File: src/rtl/thread_tx_mpu.sv
// Host-side thread transmitter: frames one thread (length word, thread ID, instruction
// stream) from the host program buffer onto the MPU store interface.
module thread_tx_mpu #(
  parameter int WIDTH_INSTR = 32,
  parameter int WIDTH_ADDR  = 10,
  parameter int WIDTH_ID    = 32
) (
  input  logic                   clock,
  input  logic                   reset,
  input  logic                   I_Start,
  input  logic [WIDTH_ID-1:0]    I_ThreadID,
  input  logic [WIDTH_ADDR:0]    I_Length,
  input  logic [WIDTH_ADDR-1:0]  I_Base,
  output logic                   O_Busy,
  output logic                   O_Done,
  output logic                   O_Rd_Req,
  output logic [WIDTH_ADDR-1:0]  O_Rd_Addr,
  input  logic [WIDTH_INSTR-1:0] I_Rd_Data,
  output logic                   O_Req_St,
  output logic [WIDTH_INSTR-1:0] O_Instr_St,
  input  logic                   I_Wait,
  input  logic                   I_Ack_St
);

  typedef enum logic [2:0] {
    S_IDLE   = 3'd0,
    S_LEN    = 3'd1,
    S_CHK    = 3'd2,
    S_SETUP  = 3'd3,
    S_ID     = 3'd4,
    S_LOOKUP = 3'd5,
    S_STREAM = 3'd6,
    S_DONE   = 3'd7
  } state_t;

  localparam logic [WIDTH_ADDR:0]   CNT_ZERO  = {(WIDTH_ADDR+1){1'b0}};
  localparam logic [WIDTH_ADDR:0]   CNT_ONE   = {{WIDTH_ADDR{1'b0}}, 1'b1};
  localparam logic [WIDTH_ADDR-1:0] ADDR_ZERO = {WIDTH_ADDR{1'b0}};
  localparam logic [WIDTH_ADDR-1:0] ADDR_ONE  = {{(WIDTH_ADDR-1){1'b0}}, 1'b1};
  localparam logic [WIDTH_INSTR-1:0] WORD_ZERO = {WIDTH_INSTR{1'b0}};

  state_t                  state_r;
  state_t                  state_s;
  logic [WIDTH_ID-1:0]     id_r;
  logic [WIDTH_ADDR:0]     len_r;
  logic [WIDTH_ADDR-1:0]   base_r;
  logic [WIDTH_ADDR:0]     remain_r;
  logic [WIDTH_ADDR-1:0]   addr_r;

  logic [WIDTH_ADDR:0]     len_m1_s;
  logic [WIDTH_INSTR-1:0]  len_word_s;
  logic [WIDTH_INSTR-1:0]  id_word_s;
  logic                    busy_s;
  logic                    done_s;
  logic                    rd_req_s;
  logic [WIDTH_ADDR-1:0]   rd_addr_s;
  logic                    req_st_s;
  logic [WIDTH_INSTR-1:0]  instr_s;

  // The MPU stores length+1 words, so the length word carries N-1.
  assign len_m1_s   = len_r - CNT_ONE;
  assign len_word_s = WIDTH_INSTR'(len_m1_s);
  assign id_word_s  = WIDTH_INSTR'(id_r);

  // Next-state and output decode; read data is forwarded straight onto the store bus.
  always_comb begin
    state_s   = state_r;
    busy_s    = 1'b1;
    done_s    = 1'b0;
    rd_req_s  = 1'b0;
    rd_addr_s = ADDR_ZERO;
    req_st_s  = 1'b0;
    instr_s   = WORD_ZERO;
    case (state_r)
      S_IDLE: begin
        busy_s = 1'b0;
        if (I_Start && (I_Length != CNT_ZERO)) begin
          state_s = S_LEN;
        end else begin
          state_s = S_IDLE;
        end
      end
      S_LEN: begin
        req_st_s = 1'b1;
        instr_s  = len_word_s;
        state_s  = S_CHK;
      end
      S_CHK: begin
        req_st_s = 1'b1;
        instr_s  = len_word_s;
        if (I_Wait) begin
          state_s = S_CHK;
        end else begin
          state_s = S_SETUP;
        end
      end
      S_SETUP: begin
        state_s = S_ID;
      end
      S_ID: begin
        req_st_s = 1'b1;
        instr_s  = id_word_s;
        state_s  = S_LOOKUP;
      end
      S_LOOKUP: begin
        req_st_s = 1'b1;
        instr_s  = id_word_s;
        if (I_Ack_St) begin
          rd_req_s  = 1'b1;
          rd_addr_s = base_r;
          state_s   = S_STREAM;
        end else begin
          state_s = S_LOOKUP;
        end
      end
      S_STREAM: begin
        req_st_s = 1'b1;
        instr_s  = I_Rd_Data;
        // The word in flight on the last cycle was already read; no further read.
        if (remain_r > CNT_ONE) begin
          rd_req_s  = 1'b1;
          rd_addr_s = addr_r;
          state_s   = S_STREAM;
        end else begin
          state_s = S_DONE;
        end
      end
      S_DONE: begin
        done_s  = 1'b1;
        state_s = S_IDLE;
      end
      default: begin
        busy_s  = 1'b0;
        state_s = S_IDLE;
      end
    endcase
  end

  assign O_Busy     = busy_s;
  assign O_Done     = done_s;
  assign O_Rd_Req   = rd_req_s;
  assign O_Rd_Addr  = rd_addr_s;
  assign O_Req_St   = req_st_s;
  assign O_Instr_St = instr_s;

  // State register and frame context: latched on start, counted down while streaming.
  always_ff @(posedge clock) begin
    if (reset) begin
      state_r  <= S_IDLE;
      id_r     <= {WIDTH_ID{1'b0}};
      len_r    <= CNT_ZERO;
      base_r   <= ADDR_ZERO;
      remain_r <= CNT_ZERO;
      addr_r   <= ADDR_ZERO;
    end else begin
      state_r <= state_s;
      case (state_r)
        S_IDLE: begin
          if (I_Start && (I_Length != CNT_ZERO)) begin
            id_r   <= I_ThreadID;
            len_r  <= I_Length;
            base_r <= I_Base;
          end
        end
        S_LOOKUP: begin
          if (I_Ack_St) begin
            remain_r <= len_r;
            addr_r   <= base_r + ADDR_ONE;
          end
        end
        S_STREAM: begin
          // Address wraps modulo the buffer size.
          remain_r <= remain_r - CNT_ONE;
          addr_r   <= addr_r + ADDR_ONE;
        end
        default: begin
          remain_r <= remain_r;
          addr_r   <= addr_r;
        end
      endcase
    end
  end

endmodule

File: config.mk
export PLATFORM = sky130hd
export DESIGN_NAME = thread_tx_mpu
export DESIGN_NICKNAME = d
export VERILOG_FILES = /design/src/rtl/thread_tx_mpu.sv
export SDC_FILE = /design/constraint.sdc
export NUM_CORES = 1
export LEC_CHECK = 0
export BUFFER_PORTS_ARGS = -buffer_cell sky130_fd_sc_hd__buf_2
export CORE_ASPECT_RATIO = 1.75
export CORE_MARGIN = 5
export CORE_UTILIZATION = 30
export CTS_BUF_LIST = sky130_fd_sc_hd__clkbuf_8 sky130_fd_sc_hd__clkbuf_16
export CTS_CLUSTER_SIZE = 16
export DETAILED_ROUTE_END_ITERATION = 10
export GPL_TIMING_DRIVEN = 0
export PLACE_DENSITY = 0.6
export SETUP_SLACK_MARGIN = 0.2
export SLEW_MARGIN = 10
export SYNTH_ARGS = -nofsm -noshare
export SYNTH_HDL_FRONTEND = slang
export SYNTH_SLANG_ARGS = --single-unit
File: constraint.sdc
create_clock -name clock -period 2.8 [get_ports clock]
set_clock_uncertainty 0.2 [all_clocks]
set_input_delay 0.42 -clock clock [delete_from_list [all_inputs] [get_ports clock]]
set_output_delay 0.42 -clock clock [all_outputs]
set_load 0.02 [all_outputs]
== Word level (Yosys, flattened, before mapping) ==
Index checks and enable logic that the tools add are counted.

* $add $sub $neg: 4
* Multiply operators: 0
* Div/mod/pow operators: 0
* $lt $le $gt $ge: 1
* Equal/unequal tests: 8
* Shift-type cells: 0
* Mux-type cells: 19
* Bitwise gates (word level): 0
* Reduce and logical (&&, ||, !) cells: 9

{| class="wikitable"
|+ Operator list
! operator !! number
|-
| one-hot mux 32 bit (3 select lines) || 1
|-
| one-hot mux 10 bit (2 select lines) || 2
|-
| 2-to-1 mux 10 bit || 3
|-
| one-hot mux 3 bit (8 select lines) || 1
|-
| one-hot mux 11 bit (2 select lines) || 1
|-
| subtractor 11 x 1 -> 11 bit (second input constant) || 2
|-
| adder 10 x 1 -> 10 bit (second input constant) || 2
|-
| equality test 3 bit (second input constant) || 4
|-
| > comparator 11 x 1 -> 1 bit (second input constant) || 1
|-
| 2-to-1 mux 11 bit || 1
|-
| nonzero test 11 bit || 1
|-
| 2-to-1 mux 1 bit || 8
|-
| equality test 3 x 2 -> 1 bit (second input constant) || 2
|-
| OR reduction 5 bit || 1
|-
| AND reduction 2 bit || 2
|-
| OR reduction 2 bit || 2
|-
| equality test 3 x 1 -> 1 bit (second input constant) || 1
|-
| logical NOT 3 bit || 1
|-
| 2-to-1 mux 2 bit || 1
|-
| != test 2 bit (second input constant) || 1
|-
| one-hot mux 1 bit (2 select lines) || 1
|-
| nonzero test 2 bit || 1
|-
| logical AND 1 bit || 1
|}

* Flip-flop bits (word level): 77
* Bits in latches: 0
* Bits in writable memories: 0
* Bits in read-only memories: 0
* Input bits: 90
* Output and inout port bits: 46
* Word-level logic and storage cells: 47
* Memories kept: 0

== Logic depth before layout (Yosys ltp) ==
Gate-level depths: netlist (run 1).

* Depth after elaboration: 4
* Gate-level depth with buffers: 13
* Mapped depth without buffers: 9

== Worst setup path before layout (run 1) ==
No wires, ideal clock.

* Path type: reg2reg
* Start: register state_r[0]
* End: register addr_r[8]
* Setup time: 123 ps
* Data arrival time: 2151 ps
* Required time: 2477 ps
* Path slack: 326 ps
* Cell stages (with the launch flop): 14
* Buffers on the path: 4
* Clock period less this slack: 2474 ps
* Cells stage by stage: dfxtp_1 buf_2 and3b_1 clkbuf_1 buf_2 buf_2 nand2_1 nand2_1 ha_1 inv_1 nor3_1 o21ai_0 a32oi_1 o21ai_1

* Cells in the longest elaborated chain, start to end: 3
* Elaborated cells between the ends (all ways): 6
* Those cells by class: 3 x eq/ne; 1 x mux; 2 x reduce/logical

{| class="wikitable"
|+ Ends and longest elaborated chain
! item !! line !! text
|-
| start, declared || 42 || <nowiki>state_t state_r;</nowiki>
|-
| start signal, assigned || 156 || <nowiki>state_r <= state_s;</nowiki>
|-
| equality test 3 bit || 157 || <nowiki>case (state_r)</nowiki>
|-
| != test 2 bit (no source line) or nonzero test 2 bit (tied branches) || - ||
|-
| AND reduction 2 bit (no source line) || - ||
|-
| end signal, assigned || 168 || <nowiki>addr_r <= base_r + ADDR_ONE;</nowiki>
|-
| end signal, assigned || 174 || <nowiki>addr_r <= addr_r + ADDR_ONE;</nowiki>
|-
| end signal, assigned || 178 || <nowiki>addr_r <= addr_r;</nowiki>
|-
| end, declared || 48 || <nowiki>logic [WIDTH_ADDR-1:0] addr_r;</nowiki>
|}

Several ways; a longest one is shown, not always the timed one.
A chain may end at the register's enable or synchronous reset.

== Worst setup path in the final report (run 1) ==
* Start: register len_r[3]
* End: output O_Instr_St[6]

* Cells in the longest elaborated chain, start to end: 2

{| class="wikitable"
|+ Ends and longest elaborated chain
! item !! line !! text
|-
| start, declared || 45 || <nowiki>logic [WIDTH_ADDR:0] len_r;</nowiki>
|-
| start signal, assigned || 161 || <nowiki>len_r <= I_Length;</nowiki>
|-
| subtractor 11 x 1 -> 11 bit || 61 || <nowiki>assign len_m1_s = len_r - CNT_ONE;</nowiki>
|-
| one-hot mux 32 bit (3 select lines) || 74 || <nowiki>case (state_r)</nowiki>
|-
| end, declared || 20 || <nowiki>output logic [WIDTH_INSTR-1:0] O_Instr_St,</nowiki>
|}

Every way passes these cells.

==> results.txt, run 1 <==
Share of cells above drive strength 1: 0.289
Register-to-register setup slack: 300 ps
Crit-path max FO: 2
Startpoint types: flip-flop
Rows: 58
WL met2: 8.81 mm
Register area: 1560 um^2
Vias in the first global route: 5092
Ys flop type: dfxtp_1
Hold Vio Cnt, Final: 0
Htree depth: 3
Crit-path cells: or4_4 -> or3_4 -> a21oi_4 -> a21oi_2 -> o221ai_2 -> buf_4
Peak per-stage delay on the critical path: 530 ps
EDFF count, synth: 0
Synth top cells by count: nand2_1, a21oi_1, dfxtp_1, nor2_1, a22o_1
Worst r2r src: state_r[1]$_SDFF_PP0_
Sequential fraction of the synthesis area: 0.355
Hold buffer count at CTS: 0
Initial antenna violation count: 0
Setup violators final: 0
Worst path top cell family by delay: simple AND/OR/NAND/NOR gates
Final min period: 2780 ps
I/O pin total: 136
Max_cap viols: 0
Fin cells: 942
Nets: 852
Netlist area before placement: 4340 um^2
Async set-reset flop share out of synthesis: 0
CTS Buf Count: 9
Initial core utilization: 0.304
# fillers: 1523
Final Max Slew Viols: 0
Syn Inst Count: 599
Footprint of the multi-input gates: 2610 um^2
DIE AREA: 17100 um^2
Port bufs: 134
Met3 routed WL: 787 um
Flops & latches, synth: 77
CP arrival: 2160 ps
Max IR drop VDD: 325 uV
Ant. Diodes: 0
CTS tree: built
Core area: 14300 um^2
Pwr Density: 516 nW/um^2
Synth top area share: 0.355
Final setup margin: 19.0 ps
Die Y: 169 um
Syn_area_per_cell: 7.24 um^2
Area grow syn2layout: 35.9%
Number of cells on the worst hold path: 3
Chip width: 101 um
Run status: completed
Mapped Nets: 693
# DRC: 0
LEAKAGE: 2.45 nW
Hold WC Path Type: input port to flip-flop
Max_slew headroom: 0.539
CTS clock-pin slew for the worst setup and hold paths: 60 ps
Final wirelength: 16.3 mm
Overflow after GRT: 0
Setup Slack @ Placement: -287 ps
DP Area: 5240 um^2
Global-route wire length before repair: 25.4 mm
Netlist cell types: 57
GRT Total Usage: 0.188
Maximum clock rate: 360 MHz
Least-Margin Pin Slew: 685 ps
Highest metal used: met4
Clk root buf: clkbuf_16
CTS sink cnt: 77
CP Capture Type: output port
Synth area leaders: dfxtp_1, nand2_1, a21oi_1
Critical-path top delay cell: or4_4
CP bufs+invs: 1
Dpl cells: 913
Worst Hold Endpoint: id_r[28]$_SDFFE_PP0P_
Drt wl/cell: 17.3 um
Metal1 wirelength: 6.20 mm
R2R cell count: 11
Routability congestion estimate: 0.881
RSZ-0062 raised after global routing: yes
Worst skew pair latency: 340 ps
Worst endpoint required time: 2180 ps
DR vias: 5055
Total power: 3.04 mW
Largest net degree at the start of global routing: 14
Routed Antenna Nets: 0
Post-route cell area: 5900 um^2
Clk buf depth: 2
Pre-antenna DRT Iters: 6
Detailed Place HPWL: 12.2 mm
Hold slack final: 115 ps
Core Util, Final: 0.413
Yosys top cell by area: dfxtp_1
Worst min-delay path startpoint: I_ThreadID[28]
Final period util: 0.993
Syn. warnings: 0
Drt via density: 5.37
Setup tns final: 0 ps
RR Endpoint: addr_r[6]$_SDFFE_PP0P_
Crit path kind: flip-flop to output port
DR iter-0 viols: 265
Top-count cell post-synth: nand2_1
## report_power, final
part	total, mW	switching (mW)	internal [mW]
clock network	1.09	0.473	0.619
registers	1.23	0.0614	1.17
logic	0.723	0.430	0.293
total	3.04	0.964	2.08
## worst min-delay path, stage by stage
cell and delay (ps):
buf_2 90, nand2_1 40, a21oi_1 50
## metal layers
layer  track usage  up-vias
met1         0.202     2376
met3        0.0276       39
li1              -     2462
met5             0        -
met4        0.0747        0
met2         0.357      178
## state kept, by name, indices dropped and copies added (netlist names)
| signal | count |
|---|---|
| id_r | 32 |
| len_r | 11 |
| remain_r | 11 |
| addr_r | 10 |
| base_r | 10 |
| state_r | 3 |
## kinds of logic (layout without fill, tap and decap cells)
| logic type | count (synthesis) | in the layout | synth area share |
|---|---|---|---|
| xor+xnor | 8 | 8 | 0.0161 |
| mux | 4 | 4 | 0.00980 |
| fa+ha+maj | 4 | 4 | 0.0115 |
| simple gates | 242 | 242 | 0.247 |
| compound gates | 201 | 201 | 0.291 |
| buf+inv | 63 | 226 | 0.0698 |
| flops | 77 | 77 | 0.355 |
## how the worst max path moves through the flow
stage | from | cells past startpoint | slack (ps) | end
2_1_floorplan | state_r[0]$_SDFF_PP0_ | 13 | 330 | addr_r[8]$_SDFFE_PP0P_
3_3_place_gp | state_r[0]$_SDFF_PP0_ | 11 | -300 | addr_r[4]$_SDFFE_PP0P_
3_5_place_dp | state_r[0]$_SDFF_PP0_ | 13 | -290 | addr_r[8]$_SDFFE_PP0P_
4_1_cts | len_r[5]$_SDFFE_PP0P_ | 6 | -20 | O_Instr_St[6]
5_1_grt | len_r[3]$_SDFFE_PP0P_ | 6 | -9 | O_Instr_St[6]
6_report | len_r[3]$_SDFFE_PP0P_ | 6 | 20 | O_Instr_St[6]
## cell type report
type,count,area share
Multi-Input combinational cell,459,0.443
Clock inverter,5,0.00636
Clock buffer,10,0.0405
Sequential cell,77,0.264
Inverter,12,0.00764
Buffer,51,0.0541
Timing Repair Buffer,148,0.146
Tap cell,180,0.0382
## what timing repair did
item / in CTS / in global routing
setup buffers: 6 / 7
gates cloned: 1 / 0
gates resized for setup: 63 / 28
pin swaps: 11 / 11
endpoints found under the hold margin: 0 / 0
endpoints found under the setup margin: 45 / 36
## placed cells by master (no fill, tap or decap), types with 3 or more instances in the layout
master | netlist | routed
a21oi_1 | 91 | 89
nor2_1 | 39 | 36
nand2b_1 | 4 | 4
a31oi_1 | 5 | 5
o21ai_0 | 22 | 19
a21o_1 | 3 | 3
clkbuf_4 | 0 | 5
or3_1 | 4 | 3
xnor2_1 | 7 | 7
nor3_1 | 14 | 13
buf_2 | 13 | 127
o21ai_1 | 5 | 8
o22ai_1 | 9 | 9
inv_1 | 11 | 11
a22o_1 | 32 | 32
clkbuf_1 | 28 | 23
dfxtp_4 | 0 | 3
buf_4 | 3 | 20
a32oi_1 | 5 | 5
nand3_1 | 14 | 13
dfxtp_1 | 77 | 70
clkinvlp_4 | 0 | 5
nor3b_1 | 4 | 3
a211oi_1 | 4 | 4
a2bb2oi_1 | 3 | 3
nor4_1 | 8 | 7
a22oi_1 | 10 | 10
buf_6 | 4 | 19
clkbuf_16 | 0 | 9
nand2_1 | 137 | 136
dfxtp_2 | 0 | 4
Note: power is estimated with default switching activity, not from simulation.
==> run 2, diff against run 1 <==
--- a/config.mk
+++ b/config.mk
@@ -8,12 +8,11 @@
 export BUFFER_PORTS_ARGS = -buffer_cell sky130_fd_sc_hd__buf_2
 export CORE_ASPECT_RATIO = 1.75
 export CORE_MARGIN = 5
-export CORE_UTILIZATION = 30
-export CTS_BUF_LIST = sky130_fd_sc_hd__clkbuf_8 sky130_fd_sc_hd__clkbuf_16
+export CORE_UTILIZATION = 52
 export CTS_CLUSTER_SIZE = 16
 export DETAILED_ROUTE_END_ITERATION = 10
 export GPL_TIMING_DRIVEN = 0
-export PLACE_DENSITY = 0.6
+export PLACE_DENSITY = 0.89
 export SETUP_SLACK_MARGIN = 0.2
 export SLEW_MARGIN = 10
 export SYNTH_ARGS = -nofsm -noshare
==> run 2 against run 1 <==
  * Die area down 39%
  * Power fell by 1.5%
  * Cell area decreased by 2.9%
  * Largest power group unchanged
  * Non-clock buffer count down 1
  * Hold slack worse by 1.7 ps
  * The run now ends with setup timing left
  * Sequential share of layout area up 0.78 points
==> results.txt, run 2 (same netlist as run 1, synthesis figures left out) <==
Total power: 3.00 mW
Final setup margin: -20.5 ps
Commonest non-fill, non-tap cell in the layout: nand2_1
Most frequent cells in the layout: nand2_1, buf_2, a21oi_1
# fillers: 647
DR vias: 5250
CTS clock-pin slew for the worst setup and hold paths: 60 ps
Worst skew pair latency: 340 ps
Final wirelength: 15.7 mm
Sw frac: 0.321
DR iter-0 viols: 421
Worst endpoint required time: 2180 ps
Run status: finished, violations left
Initial antenna violation count: 0
Routability congestion estimate: 0.954
Nets: 851
Worst Hold Endpoint: id_r[11]$_SDFFE_PP0P_
Top flop regs: id_r (32), len_r (11), remain_r (11)
Maximum clock rate: 355 MHz
Global-route wire length before repair: 24.1 mm
R2R cell count: 13
Max_slew headroom: 0.528
CTS Buf Count: 9
Cell Int Power: 2.04 mW
Vias in the first global route: 5160
Dpl cells: 825
Pre-antenna DRT Iters: 6
Final Max Slew Viols: 0
Hold slack final: 113 ps
Reported net switching power: 0.961 mW
CP Capture Type: output port
Largest net degree at the start of global routing: 14
Hold Vio Cnt, Final: 0
RR Endpoint: addr_r[8]$_SDFFE_PP0P_
Share of cells above drive strength 1: 0.284
Sequential Power Share: 0.410
RSZ-0062 raised after global routing: yes
Chip width: 79.1 um
Setup violators final: 1
Clk root buf: clkbuf_16
CP arrival: 2200 ps
Max reg flops: 32
Final period util: 1.01
Crit-path max FO: 2
Ant. Diodes: 0
I/O pin total: 136
Least-Margin Pin Slew: 702 ps
Core Util, Final: 0.698
Max IR drop VDD: 453 uV
Final min period: 2820 ps
Startpoint types: flip-flop
# DRC: 0
Number of cells on the worst hold path: 3
Worst min-delay path startpoint: I_ThreadID[11]
CTS tree: built
Hold WC Path Type: input port to flip-flop
Drt via density: 6.15
Clk buf depth: 2
Die Y: 131 um
Setup Slack @ Placement: -248 ps
Top reg by flops: id_r
Routed Antenna Nets: 0
Worst r2r src: state_r[0]$_SDFF_PP0_
Detailed Place HPWL: 11.3 mm
Clk pwr share: 0.356
Max_cap viols: 0
Area grow syn2layout: 32.0%
GRT Total Usage: 0.296
Htree depth: 3
Initial core utilization: 0.529
LEAKAGE: 2.43 nW
DIE AREA: 10300 um^2
Pwr Density: 523 nW/um^2
Drt wl/cell: 18.4 um
Overflow after GRT: 0
Register-to-register setup slack: 330 ps
Fin cells: 853
Core area: 8200 um^2
Combinational Power Share: 0.234
Failing checks: setup timing
Port bufs: 134
Crit path kind: flip-flop to output port
Rows: 44
CTS sink cnt: 77
==> run 2: layer usage <==
layer	vias to the layer above	GRT usage	part of all wire
li1	2444	-	-
met1	2440	0.299	0.35
met2	292	0.527	0.52
met3	74	0.0617	0.072
met4	0	0.221	0.060
met5	-	0	0
==> run 2: how the worst max path moves through the flow <==
stage                          start                     end  cells after the start
2_1_floorplan  state_r[0]$_SDFF_PP0_  addr_r[8]$_SDFFE_PP0P_                     13
3_3_place_gp   state_r[0]$_SDFF_PP0_  addr_r[8]$_SDFFE_PP0P_                     13
3_5_place_dp   state_r[0]$_SDFF_PP0_  addr_r[8]$_SDFFE_PP0P_                     13
4_1_cts        len_r[5]$_SDFFE_PP0P_           O_Instr_St[6]                      6
5_1_grt        len_r[5]$_SDFFE_PP0P_           O_Instr_St[6]                      6
6_report       len_r[5]$_SDFFE_PP0P_           O_Instr_St[6]                      6
==> run 2: area by class of cell <==
| type | count | area [um^2] | area share |
|---|---|---|---|
| multi-input cells | 459 | 2590 | 0.452 |
| flip-flops and latches | 77 | 1560 | 0.272 |
| clock inverters | 6 | 38.8 | 0.00677 |
| clock buffers | 9 | 225 | 0.0393 |
| plain buffers | 51 | 310 | 0.0542 |
| well taps | 92 | 115 | 0.0201 |
| inverters | 12 | 45.0 | 0.00786 |
| repair buffers | 147 | 846 | 0.148 |
==> run 2: repair_timing <==
action,in CTS,in global routing
gates cloned,1,0
setup buffers,7,5
setup endpoints to repair,42,40
hold buffers,0,0
pin swaps,9,10
resized for setup,58,24
==> run 2: critical path, cell delays in order, from the launching register on <==
cell and delay (ps):
dfxtp_4 350, or4_4 530, or3_4 350, a21oi_4 190, a21oi_2 50, o221ai_2 200, buf_4 180
==> run 2: power groups by stage <==
stage                     clock network, mW  logic, mW  registers [mW]
after CTS                              1.05      0.663            1.22
after global placement                    0      0.612            1.25
after global routing                   1.11      0.761            1.23
final                                  1.07      0.703            1.23
after floorplan                           0      0.426            1.23
after detailed placement                  0      0.629            1.25
==> run 2: per-stage QoR <==
stage / instance area [um^2] / TNS (ps)
floorplan: 4340 / 0
global placement: 5120 / -366
detailed placement: 5120 / -473
CTS: 5620 / -8.06
global route: 5730 / -65.8
finish: 5730 / -20.5
==> run 3, diff against run 2 <==
--- a/config.mk
+++ b/config.mk
@@ -5,14 +5,15 @@
 export SDC_FILE = /design/constraint.sdc
 export NUM_CORES = 1
 export LEC_CHECK = 0
+export ABC_AREA = 1
 export BUFFER_PORTS_ARGS = -buffer_cell sky130_fd_sc_hd__buf_2
 export CORE_ASPECT_RATIO = 1.75
 export CORE_MARGIN = 5
-export CORE_UTILIZATION = 52
+export CORE_UTILIZATION = 51
 export CTS_CLUSTER_SIZE = 16
 export DETAILED_ROUTE_END_ITERATION = 10
 export GPL_TIMING_DRIVEN = 0
-export PLACE_DENSITY = 0.89
+export PLACE_DENSITY = 0.88
 export SETUP_SLACK_MARGIN = 0.2
 export SLEW_MARGIN = 10
 export SYNTH_ARGS = -nofsm -noshare
==> run 3 against run 2 <==
  * The flow now finishes without violations
  * Synthesized cell count rose by 5.2%
  * Die area decreased by 0.98%
  * Register-to-register slack gained 490 ps
  * Power rose by 63%
  * Worst setup slack improved by 270 ps
  * Area after synthesis is 3.0% lower
  * Routed wire length down 13%
==> results.txt, run 3 <==
# DRC: 0
Sequential Power Share: 0.333
Run status: completed
Netlist cell types: 37
Least-Margin Pin Slew: 618 ps
Worst endpoint required time: 2180 ps
Top flop regs: id_r (32), len_r (11), remain_r (11)
Fin cells: 875
Ys flop type: dfxtp_1
Worst r2r src: state_r[2]$_SDFF_PP0_
Clk buf depth: 2
Nets: 873
Drt via density: 5.61
RR Endpoint: addr_r[8]$_SDFFE_PP0P_
# fillers: 713
Syn. warnings: 0
CTS Buf Count: 9
Ant. Diodes: 0
Async set-reset flop share out of synthesis: 0
Routability congestion estimate: 0.915
Routed Antenna Nets: 0
Crit-path max FO: 10
RSZ-0062 raised after global routing: yes
Drt wl/cell: 15.6 um
Reported net switching power: 2.07 mW
DR iter-0 viols: 235
EDFF count, synth: 0
Largest net degree at the start of global routing: 14
Footprint of the multi-input gates: 2320 um^2
Sequential fraction of the synthesis area: 0.366
Pwr Density: 899 nW/um^2
Syn_area_per_cell: 6.68 um^2
CTS clock-pin slew for the worst setup and hold paths: 60 ps
Syn Inst Count: 630
DR vias: 4912
Flops & latches, synth: 77
Synth top area share: 0.366
Setup tns final: 0 ps
Synth area leaders: dfxtp_1, nor2_1, nand2_1
Pre-antenna DRT Iters: 7
DIE AREA: 10200 um^2
Chip width: 78.7 um
Area grow syn2layout: 28.8%
Mapped Nets: 724
Worst min-delay path startpoint: I_ThreadID[9]
Core area: 8200 um^2
GRT Total Usage: 0.263
Detailed Place HPWL: 10.4 mm
Worst skew pair latency: 340 ps
Initial core utilization: 0.513
Combinational Power Share: 0.430
Yosys top cell by area: dfxtp_1
Htree depth: 3
Synth top cells by count: nor2_1, nand2_1, dfxtp_1, o21ai_0, inv_1
Core Util, Final: 0.661
Die Y: 130 um
Final wirelength: 13.6 mm
Final Max Slew Viols: 0
Port bufs: 135
Most frequent cells in the layout: nor2_1, buf_2, nand2_1
Crit path kind: flip-flop to output port
Hold Vio Cnt, Final: 0
Total power: 4.87 mW
Vias in the first global route: 4873
I/O pin total: 136
Overflow after GRT: 0
Setup violators final: 0
CP arrival: 1940 ps
Clk root buf: clkbuf_16
Share of cells above drive strength 1: 0.269
Max_slew headroom: 0.588
Max reg flops: 32
Initial antenna violation count: 0
Final min period: 2560 ps
R2R cell count: 13
Global-route wire length before repair: 21.4 mm
Sw frac: 0.425
Number of cells on the worst hold path: 3
Top reg by flops: id_r
Cell Int Power: 2.80 mW
CTS sink cnt: 77
Startpoint types: flip-flop
Final period util: 0.913
LEAKAGE: 2.61 nW
CTS tree: built
Maximum clock rate: 391 MHz
Dpl cells: 857
Rows: 44
Max_cap viols: 0
Max IR drop VDD: 764 uV
Hold WC Path Type: input port to flip-flop
Netlist area before placement: 4210 um^2
Top-count cell post-synth: nor2_1
Register area: 1550 um^2
Register-to-register setup slack: 820 ps
Clk pwr share: 0.237
CP Capture Type: output port
Worst Hold Endpoint: id_r[9]$_SDFFE_PP0P_
## run 3: cell types whose count changed after synthesis, sizes merged, moves of 6 or more
cell	delta
nand2	-36
nand4	+11
nand3	+10
a21oi	-73
o21ai	+69
nor3	-6
xnor2	-7
inv	+43
clkbuf	-13
o22ai	-7
a22o	-11
nor2	+102
## run 3: critical path, cell delays in order, from the launching register on
cell and delay [ps]:
dfxtp_1 300, buf_4 160, buf_4 170, inv_1 90, nand3_2 210, o31ai_1 420, buf_2 240
## run 3: cells by family (layout without fill, tap and decap cells)
| family | count (synthesis) | count (layout) | synth area share |
|---|---|---|---|
| AO/OA/AOI/OAI | 160 | 160 | 0.224 |
| flip-flops | 77 | 77 | 0.366 |
| buffers and inverters | 92 | 245 | 0.0960 |
| XOR/XNOR | 4 | 4 | 0.00832 |
| adder cells (fa/ha/maj) | 4 | 4 | 0.0119 |
| AND/OR/NAND/NOR | 293 | 293 | 0.294 |
## run 3: area by class of cell
type / instances / share of cell area
Buffer: 35 / 0.0392
Timing Repair Buffer: 138 / 0.132
Tap cell: 92 / 0.0212
Sequential cell: 77 / 0.286
Clock buffer: 10 / 0.0422
Multi-Input combinational cell: 461 / 0.428
Clock inverter: 5 / 0.0113
Inverter: 57 / 0.0402
## run 3: power groups by stage
stage	combinational, mW	clock, mW	sequential (mW)
6_report	2.10	1.16	1.62
5_1_grt	2.33	1.20	1.65
4_1_cts	1.98	1.16	1.60
3_5_place_dp	1.95	0	1.62
3_3_place_gp	1.88	0	1.61
2_1_floorplan	1.40	0	1.54
## run 3: worst max path at each step
stage	slack, ps	endpoint	cells after the start	start
2_1_floorplan	710	O_Instr_St[3]	5	state_r[2]$_SDFF_PP0_
3_3_place_gp	440	O_Rd_Addr[2]	7	state_r[1]$_SDFF_PP0_
3_5_place_dp	310	O_Instr_St[28]	7	state_r[2]$_SDFF_PP0_
4_1_cts	210	O_Instr_St[3]	8	state_r[2]$_SDFF_PP0_
5_1_grt	190	O_Instr_St[7]	8	state_r[2]$_SDFF_PP0_
6_report	240	O_Instr_St[3]	6	state_r[2]$_SDFF_PP0_
## run 3: timing repair
item / CTS / global route
gates resized for setup: 10 / 30
endpoints found under the hold margin: 0 / 0
cloned: 0 / 0
setup buffers: 0 / 3
pin swaps: 0 / 3
hold buffers: 0 / 0
setup endpoints to repair: 37 / 26
## run 3: through the flow
step | hold slack, ps | worst slack (ps) | area [um^2]
4_1_cts | 117 | 212 | 5330
5_1_grt | 140 | 193 | 5420
3_5_place_dp | 268 | 311 | 5000
2_1_floorplan | 245 | 707 | 4210
3_3_place_gp | 263 | 437 | 5000
6_report | 119 | 245 | 5420
## run 3: metal layers
layer / global-route usage / part of all wire / vias to the layer above
met3: 0.0442 / 0.062 / 67
li1: - / - / 2393
met5: 0 / 0 / -
met4: 0.203 / 0.064 / 0
met1: 0.266 / 0.35 / 2238
met2: 0.475 / 0.53 / 214
